$ cat src/rtl/frog_mover.sv
// Frog position controller: debounced buttons become grid hops applied at frame start.
// Handles screen bounds, goal row and death freeze/respawn; all outputs registered.
module frog_mover #(
   parameter int GRID_SIZE       = 32,
   parameter int H_ACTIVE        = 640,
   parameter int V_ACTIVE        = 480,
   parameter int START_X         = 320,
   parameter int START_Y         = 448,
   parameter int DEBOUNCE_CYCLES = 250000,
   parameter int DEATH_FRAMES    = 60
) (
   input  logic       clk,
   input  logic       rst_n,
   input  logic       btn_up,
   input  logic       btn_down,
   input  logic       btn_left,
   input  logic       btn_right,
   input  logic       frame_start,
   input  logic       collision,
   output logic [9:0] frog_x,
   output logic [9:0] frog_y,
   output logic       frog_dead,
   output logic       hop,
   output logic       level_win
);

   localparam int CW = $clog2(DEBOUNCE_CYCLES + 1);
   localparam int DW = $clog2(DEATH_FRAMES + 1);

   typedef enum logic [2:0] {IDLE, PENDING, HOLD, WIN, DEAD} state_t;

   logic [3:0]    raw, sync1, sync2, deb, deb_q, press;
   logic [CW-1:0] cnt [4];

   state_t        state, state_nxt;
   logic [1:0]    dir, dir_nxt;
   logic [9:0]    x_nxt, y_nxt;
   logic          dead_nxt, hop_nxt, win_nxt;
   logic [DW-1:0] dcnt, dcnt_nxt;
   logic [10:0]   mv_x, mv_y;
   logic          legal, collide;

   assign raw     = {btn_up, btn_down, btn_left, btn_right};
   assign press   = deb & ~deb_q;
   assign collide = frame_start & collision;

   // Counter runs only while the synced input disagrees with the debounced level
   always_ff @(posedge clk or negedge rst_n) begin
      if (!rst_n) begin
         sync1 <= '0;
         sync2 <= '0;
         deb   <= '0;
         deb_q <= '0;
         for (int i = 0; i < 4; i++) cnt[i] <= '0;
      end else begin
         sync1 <= raw;
         sync2 <= sync1;
         deb_q <= deb;
         for (int i = 0; i < 4; i++) begin
            if (sync2[i] != deb[i]) begin
               if (cnt[i] == CW'(DEBOUNCE_CYCLES - 1)) begin
                  deb[i] <= sync2[i];
                  cnt[i] <= '0;
               end else begin
                  cnt[i] <= cnt[i] + 1'b1;
               end
            end else begin
               cnt[i] <= '0;
            end
         end
      end
   end

   // 11-bit arithmetic: an underflow wraps far above any legal bound
   always_comb begin
      mv_x = {1'b0, frog_x};
      mv_y = {1'b0, frog_y};
      case (dir)
         2'd0:    mv_y = {1'b0, frog_y} - 11'(GRID_SIZE);
         2'd1:    mv_y = {1'b0, frog_y} + 11'(GRID_SIZE);
         2'd2:    mv_x = {1'b0, frog_x} - 11'(GRID_SIZE);
         default: mv_x = {1'b0, frog_x} + 11'(GRID_SIZE);
      endcase
      legal = (mv_x <= 11'(H_ACTIVE - GRID_SIZE)) && (mv_y <= 11'(V_ACTIVE - GRID_SIZE));
   end

   always_comb begin
      state_nxt = state;
      dir_nxt   = dir;
      x_nxt     = frog_x;
      y_nxt     = frog_y;
      dead_nxt  = frog_dead;
      hop_nxt   = 1'b0;
      win_nxt   = 1'b0;
      dcnt_nxt  = dcnt;
      case (state)
         IDLE: begin
            if (collide) begin
               state_nxt = DEAD;
               dead_nxt  = 1'b1;
               dcnt_nxt  = '0;
            end else if (|press) begin
               state_nxt = PENDING;
               dir_nxt   = press[3] ? 2'd0 : press[2] ? 2'd1 : press[1] ? 2'd2 : 2'd3;
            end
         end
         PENDING: begin
            if (collide) begin
               state_nxt = DEAD;
               dead_nxt  = 1'b1;
               dcnt_nxt  = '0;
            end else if (frame_start) begin
               state_nxt = HOLD;
               if (legal) begin
                  x_nxt   = mv_x[9:0];
                  y_nxt   = mv_y[9:0];
                  hop_nxt = 1'b1;
                  if (mv_y == 11'd0) begin
                     state_nxt = WIN;
                     win_nxt   = 1'b1;
                  end
               end
            end
         end
         HOLD: begin
            if (collide) begin
               state_nxt = DEAD;
               dead_nxt  = 1'b1;
               dcnt_nxt  = '0;
            end else if (deb == 4'b0000) begin
               state_nxt = IDLE;
            end
         end
         WIN: begin
            if (frame_start) begin
               x_nxt     = 10'(START_X);
               y_nxt     = 10'(START_Y);
               state_nxt = HOLD;
            end
         end
         DEAD: begin
            if (frame_start) begin
               if (dcnt == DW'(DEATH_FRAMES - 1)) begin
                  x_nxt     = 10'(START_X);
                  y_nxt     = 10'(START_Y);
                  dead_nxt  = 1'b0;
                  dcnt_nxt  = '0;
                  state_nxt = HOLD;
               end else begin
                  dcnt_nxt = dcnt + 1'b1;
               end
            end
         end
         default: state_nxt = IDLE;
      endcase
   end

   always_ff @(posedge clk or negedge rst_n) begin
      if (!rst_n) begin
         state     <= IDLE;
         dir       <= 2'd0;
         frog_x    <= 10'(START_X);
         frog_y    <= 10'(START_Y);
         frog_dead <= 1'b0;
         hop       <= 1'b0;
         level_win <= 1'b0;
         dcnt      <= '0;
      end else begin
         state     <= state_nxt;
         dir       <= dir_nxt;
         frog_x    <= x_nxt;
         frog_y    <= y_nxt;
         frog_dead <= dead_nxt;
         hop       <= hop_nxt;
         level_win <= win_nxt;
         dcnt      <= dcnt_nxt;
      end
   end

endmodule

$ cat config.mk
export PLATFORM = sky130hd
export DESIGN_NAME = frog_mover
export DESIGN_NICKNAME = d
export VERILOG_FILES = /design/src/rtl/frog_mover.sv
export SDC_FILE = /design/constraint.sdc
export NUM_CORES = 1
export LEC_CHECK = 0
export BUFFER_PORTS_ARGS = -buffer_cell sky130_fd_sc_hd__clkbuf_2
export CAP_MARGIN = 10
export CORE_UTILIZATION = 61
export DETAILED_ROUTE_END_ITERATION = 6
export MAX_ROUTING_LAYER = met4
export PLACE_DENSITY = 0.8
export REMOVE_ABC_BUFFERS = 1
export SKIP_CTS_REPAIR_TIMING = 1
export SYNTH_ARGS = -nofsm -noshare
export SYNTH_HDL_FRONTEND = slang
export SYNTH_SLANG_ARGS = --single-unit
$ cat constraint.sdc
create_clock -name clk -period 3.25 [get_ports clk]
set_input_delay 0.8125 -clock clk [delete_from_list [all_inputs] [get_ports clk]]
set_output_delay 0.8125 -clock clk [all_outputs]
set_load 0.02 [all_outputs]
# After elaboration in Yosys (flattened, before gate mapping)

Cells that the tools add are included.

Register bits: 122
Bits of input ports: 8
Output and inout port bits: 23
Logic and storage cells: 134

Add/sub/neg operators: 9
Magnitude comparators: 2
Equal/unequal tests: 25
Mux-type cells: 56
Bitwise logic cells: 4
Reduce and logical (&&, ||, !) cells: 19

Operators with widths:

| cell                                                                     | number |
|---|---|
| 18-bit 2-to-1 mux                                                        | 8 |
| 10-bit 2-to-1 mux                                                        | 12 |
| 18-bit by 1-bit adder with 18-bit output (second input constant)         | 4 |
| 18-bit == test (second input constant)                                   | 4 |
| 10-bit one-hot mux with 3 select lines                                   | 2 |
| 11-bit one-hot mux with 2 select lines                                   | 2 |
| 3-bit 2-to-1 mux                                                         | 9 |
| 10-bit by 6-bit adder with 11-bit output (second input constant)         | 2 |
| 10-bit by 6-bit subtractor with 11-bit output (second input constant)    | 2 |
| 6-bit 2-to-1 mux                                                         | 3 |
| 1-bit 2-to-1 mux                                                         | 15 |
| 3-bit one-hot mux with 5 select lines                                    | 1 |
| 2-bit != test (second input constant)                                    | 6 |
| 6-bit one-hot mux with 2 select lines                                    | 1 |
| 11-bit by 10-bit <= comparator with 1-bit output (second input constant) | 1 |
| 11-bit by 9-bit <= comparator with 1-bit output (second input constant)  | 1 |
| 11-bit zero test                                                         | 1 |
| 3-bit != test (second input constant)                                    | 3 |
| 2-bit AND reduction                                                      | 4 |
| 7-bit AND reduction                                                      | 1 |
| 6-bit by 1-bit adder with 6-bit output (second input constant)           | 1 |
| 3-bit by 2-bit == test with 1-bit output (second input constant)         | 2 |
| 6-bit == test (second input constant)                                    | 1 |
| 3-bit AND reduction                                                      | 2 |
| 23 further kinds                                                         | 27 |

# Logic depth before layout (Yosys ltp)

Depth after elaboration: 9
Gate-level depth with buffers: 14
Mapped depth without buffers: 12

# Least setup slack after synthesis

OpenSTA, ideal clock, no wires.

Path type: register to register
Start point: reg dir[1]
End point: reg frog_x[6]
Library setup time: 84 ps
Data arrival time: 2706 ps
Required time: 3166 ps
Slack: 461 ps
Stages on the path, launching flop included: 13
Clock period less this slack: 2789 ps
Cell sequence: dfrtp_1 > clkbuf_1 > nand2_1 > xnor2_1 > ha_1 > or3_1 > o22ai_2 > xnor2_1 > a32oi_2 > o21ai_1 > or2_1 > buf_6 > o32a_1

Longest elaborated chain between the ends: 7

Ends and longest elaborated chain:

| element                                                                                        | line    | text |
|---|---|---|
| start, declared                                                                                | 36      | `logic [1:0] dir, dir_nxt;` |
| start signal, assigned                                                                         | 170     | `dir <= dir_nxt;` |
| 2-bit by 1-bit == test with 1-bit output or 2-bit zero test (tied branches)                    | 78      | `case (dir)` |
| 2-bit OR reduction (no source line)                                                            | -       |  |
| 11-bit one-hot mux with 2 select lines                                                         | 78      |  |
| 11-bit by 10-bit <= comparator with 1-bit output or 10-bit 2-to-1 mux (tied branches)          | 84, 114 |  |
| 1-bit logical AND or 10-bit 2-to-1 mux (tied branches)                                         | 84, 112 |  |
| 2-bit != test (no source line) or 10-bit 2-to-1 mux (tied branches)                            | -       |  |
| 7-bit AND reduction (no source line) or 10-bit one-hot mux with 3 select lines (tied branches) | -       |  |
| end signal, assigned                                                                           | 162     | `frog_x <= 10'(START_X);` |
| end signal, assigned                                                                           | 171     | `frog_x <= x_nxt;` |
| end, declared                                                                                  | 20      | `output logic [9:0] frog_x,` |

Several ways; a longest one is shown, not always the timed one. The select of a mux whose other input is x is not followed.
A chain may end at the register's enable or synchronous reset.

# Worst setup path in the final report

Start point: reg dir[0]
End point: reg frog_x[6]

Same word-level chain as after synthesis.

==> metrics.yaml <==
outcome:
  status: "finished, violations left"
  violations: "DRC"
global_route:
  grt_pass1_vias: 4160
  grt_max_degree: 48
  grt_first_pass_wirelength_um: 18400
  grt_use_total_pct: 24.6
  grt_overflow_total: 0
  antenna_found_initial: 0
hold_path:
  hold_class: "primary input to async pin"
clock_tree:
  htree_levels: 3
  insertion_delay_ns: 0.38
  cts_buffer_depth: 2
  cts_tree: "yes"
  cts-root-buf: "clkbuf_8"
  clkSinkCount: 112
  cts_buffers: 9
  clk_pin_slew_worst_paths_ns: 0.11
sta:
  finalHoldViolations: 0
  maxSlewViolCount: 0
  finalCriticalPeriod_ns: 3.05
  slew_headroom_pct: 52.7
  max_freq_mhz: 327
  rsz0062_at_grt: "no"
  setup_viol_count_final: 0
  fin_skew_ns: 0.0159
  fin_tns_setup_ns: 0
  fin_crit_sh_pct: 94.0
  tightest_slew_ns: 0.710
worst_setup_path:
  path_common_cell: "nand2_1"
  max_stage_delay_ns: 0.57
  cp_max_fo: 12
  path_cells: "nand2_1, ha_1, a21oi_1, nand2_1, xor2_1, a211oi_2, o21ai_1, or2_1, o32a_1"
  slowest_stage: "dfrtp_1"
  startpoint_type: "flip-flop"
  worstPathRequired_ns: 3.55
  worst_ep_arrival_time_ns: 3.35
  crit_type: "flip-flop to flip-flop"
  critPathCaptureType: "flip-flop"
yosys:
  ys_seq_area_share_pct: 49.5
  synth_edf_count: 0
  avgSynthCellArea_um2: 9.63
  syn_area_um2: 5670
  synth_flop_cell: "dfrtp_1"
  syn-instance-count: 589
  yosys_warnings: 0
  synth_seq_cells: 112
  async_flop_share_pct: 100
  yosysUniqueCellTypes: 62
detailed_routing:
  vias: 4163
  drt_iter0_drc: 192
  drt_first_pass_iters: 7
  vias_per_cell: 5.78
  wl_per_cell_um: 14.4
  drc: 1
  detail-route-antenna-nets: 0
  drt-total-wl_um: 10400
layout:
  multi_input_area_um2: 2660
  diodes: 0
  fin_cells: 720
  nets: 627
  layout-drive-gt1-share_pct: 9.31
  num-fill-cells: 703
  regArea_um2: 2810
  syn2layout_area_growth_pct: 6.33
die:
  coreArea_um2: 8850
  die_h_um: 98.4
  die_w_um: 98.4
  initial_core_util_pct: 64.1
  rows: 34
  io_pins: 31
  dieArea_um2: 9680
job:
  drv_cap: 0
power:
  irDropWorstVdd_mv: 0.263
  leakagePower_nw: 2.69
  finalPower_mw: 3.30
  p_switching_mw: 1.15
  powerDensity_nw_per_um2: 547
  combPwrFrac_pct: 24.9
  p_seq_share_pct: 50.5
  power.internal_mw: 2.15
  swShare_pct: 34.8
  p_clk_share_pct: 24.6
placed_design:
  io_buffer_count: 20
  finalWeightedCongestion: 0.911
  place_inst: 704
  dpl.hpwl_um: 7350
-- placed cells by master, fill, tap and decap left out, types with 3 or more instances in the layout --
| master | n |
|---|---|
| a21oi_1 | 11 |
| a31oi_1 | 3 |
| and2_1 | 3 |
| and3_1 | 18 |
| buf_4 | 5 |
| clkbuf_2 | 19 |
| clkbuf_8 | 10 |
| conb_1 | 10 |
| dfrtp_1 | 107 |
| dfstp_2 | 5 |
| ha_1 | 11 |
| inv_1 | 19 |
| mux2_2 | 3 |
| nand2_1 | 45 |
| nand2b_1 | 7 |
| nand3_1 | 40 |
| nand3b_1 | 5 |
| nand4_1 | 12 |
| nor2_1 | 93 |
| nor2b_1 | 5 |
| nor3_1 | 10 |
| nor4_1 | 8 |
| nor4b_1 | 5 |
| o21ai_0 | 25 |
| o21ai_1 | 3 |
| o31ai_1 | 4 |
| or2_2 | 4 |
| or3_1 | 8 |
| or4b_1 | 3 |
| xnor2_1 | 30 |
| xor2_1 | 38 |
-- sequential cells by signal (all words and copies together), names as in the netlist --
signal and count:
hop 1, cnt 72, deb_q 4, frog_y 5
deb 4, sync1 4, state 3, sync2 4
frog_dead 1, frog_x 5, dcnt 6, level_win 1
dir 2
-- per-stage QoR --
step	hold slack, ns	setup slack [ns]	area (µm²)	util [%]
floorplan	0.331	0.435	5540	-
global placement	0.335	0.412	5830	65.9
detailed placement	0.336	0.287	5830	65.9
CTS	0.363	0.260	6030	68.1
global route	0.370	0.0482	6030	68.1
finish	0.354	0.196	6030	68.1
-- per-layer routing --
metal  GRT usage, %  up-vias  share of wire, %
li1               -     2038                 -
met1           29.9     2028                45
met2           40.4       80                50
met3           4.51       17               3.0
met4           10.6        0               1.9
met5              -        -                 0
-- cells in the mapped netlist (12+ instances only) --
master	instances	area, µm²
nand4_1	12	75.1
dfrtp_1	107	2680
inv_1	19	71.3
o21ai_0	25	125
xnor2_1	30	263
and3_1	18	113
clkbuf_1	12	45.0
nor2_1	93	349
nand2_1	45	169
nand3_1	40	200
xor2_1	38	333
-- logic make-up (layout without fill, tap and decap cells) --
family,after synthesis,in the layout,synth area share (%)
xor+xnor,68,68,10.5
simple gates,273,273,23.6
other cells,1,10,0.0661
buf+inv,48,62,4.22
flops,112,112,49.5
fa+ha+maj,12,12,2.78
compound gates,70,70,8.30
mux,5,5,0.949
-- power by group through the flow --
stage / logic (mW) / clock network (mW) / registers [mW]
finish: 0.820 / 0.812 / 1.66
global route: 0.915 / 0.893 / 1.69
CTS: 0.820 / 0.838 / 1.66
detailed placement: 0.809 / 0 / 1.69
global placement: 0.779 / 0 / 1.68
floorplan: 0.536 / 0 / 1.72
-- area by class of cell --
| cell class | instances | area share (%) |
|---|---|---|
| timing repair buffer | 25 | 2.53 |
| multi-input combinational | 438 | 44.0 |
| tap | 108 | 2.24 |
| inverter | 21 | 1.31 |
| sequential | 112 | 46.6 |
| clock inverter | 6 | 0.996 |
| clock buffer | 10 | 2.28 |
-- critical path, delay by kind of cell, from the launching register on --
family          cells  cell delay [ns]
fa+ha+maj           1             0.38
xor+xnor            1             0.20
flops               1             0.57
compound gates      4             1.10
simple gates        3             0.73
-- final timing paths --
path,endpoint,slack [ns],from,cells past startpoint
min in group clk,sync2[2],0.36,sync1[2],0
min,frog_y[9],0.35,rst_n,1
max reg2reg,frog_x[6],0.20,dir[0],9
max in group asynchronous,frog_x[8],2.05,rst_n,2
max,frog_x[6],0.20,dir[0],9
min reg2reg,sync2[2],0.36,sync1[2],0
(Power assumes the default switching activity.)
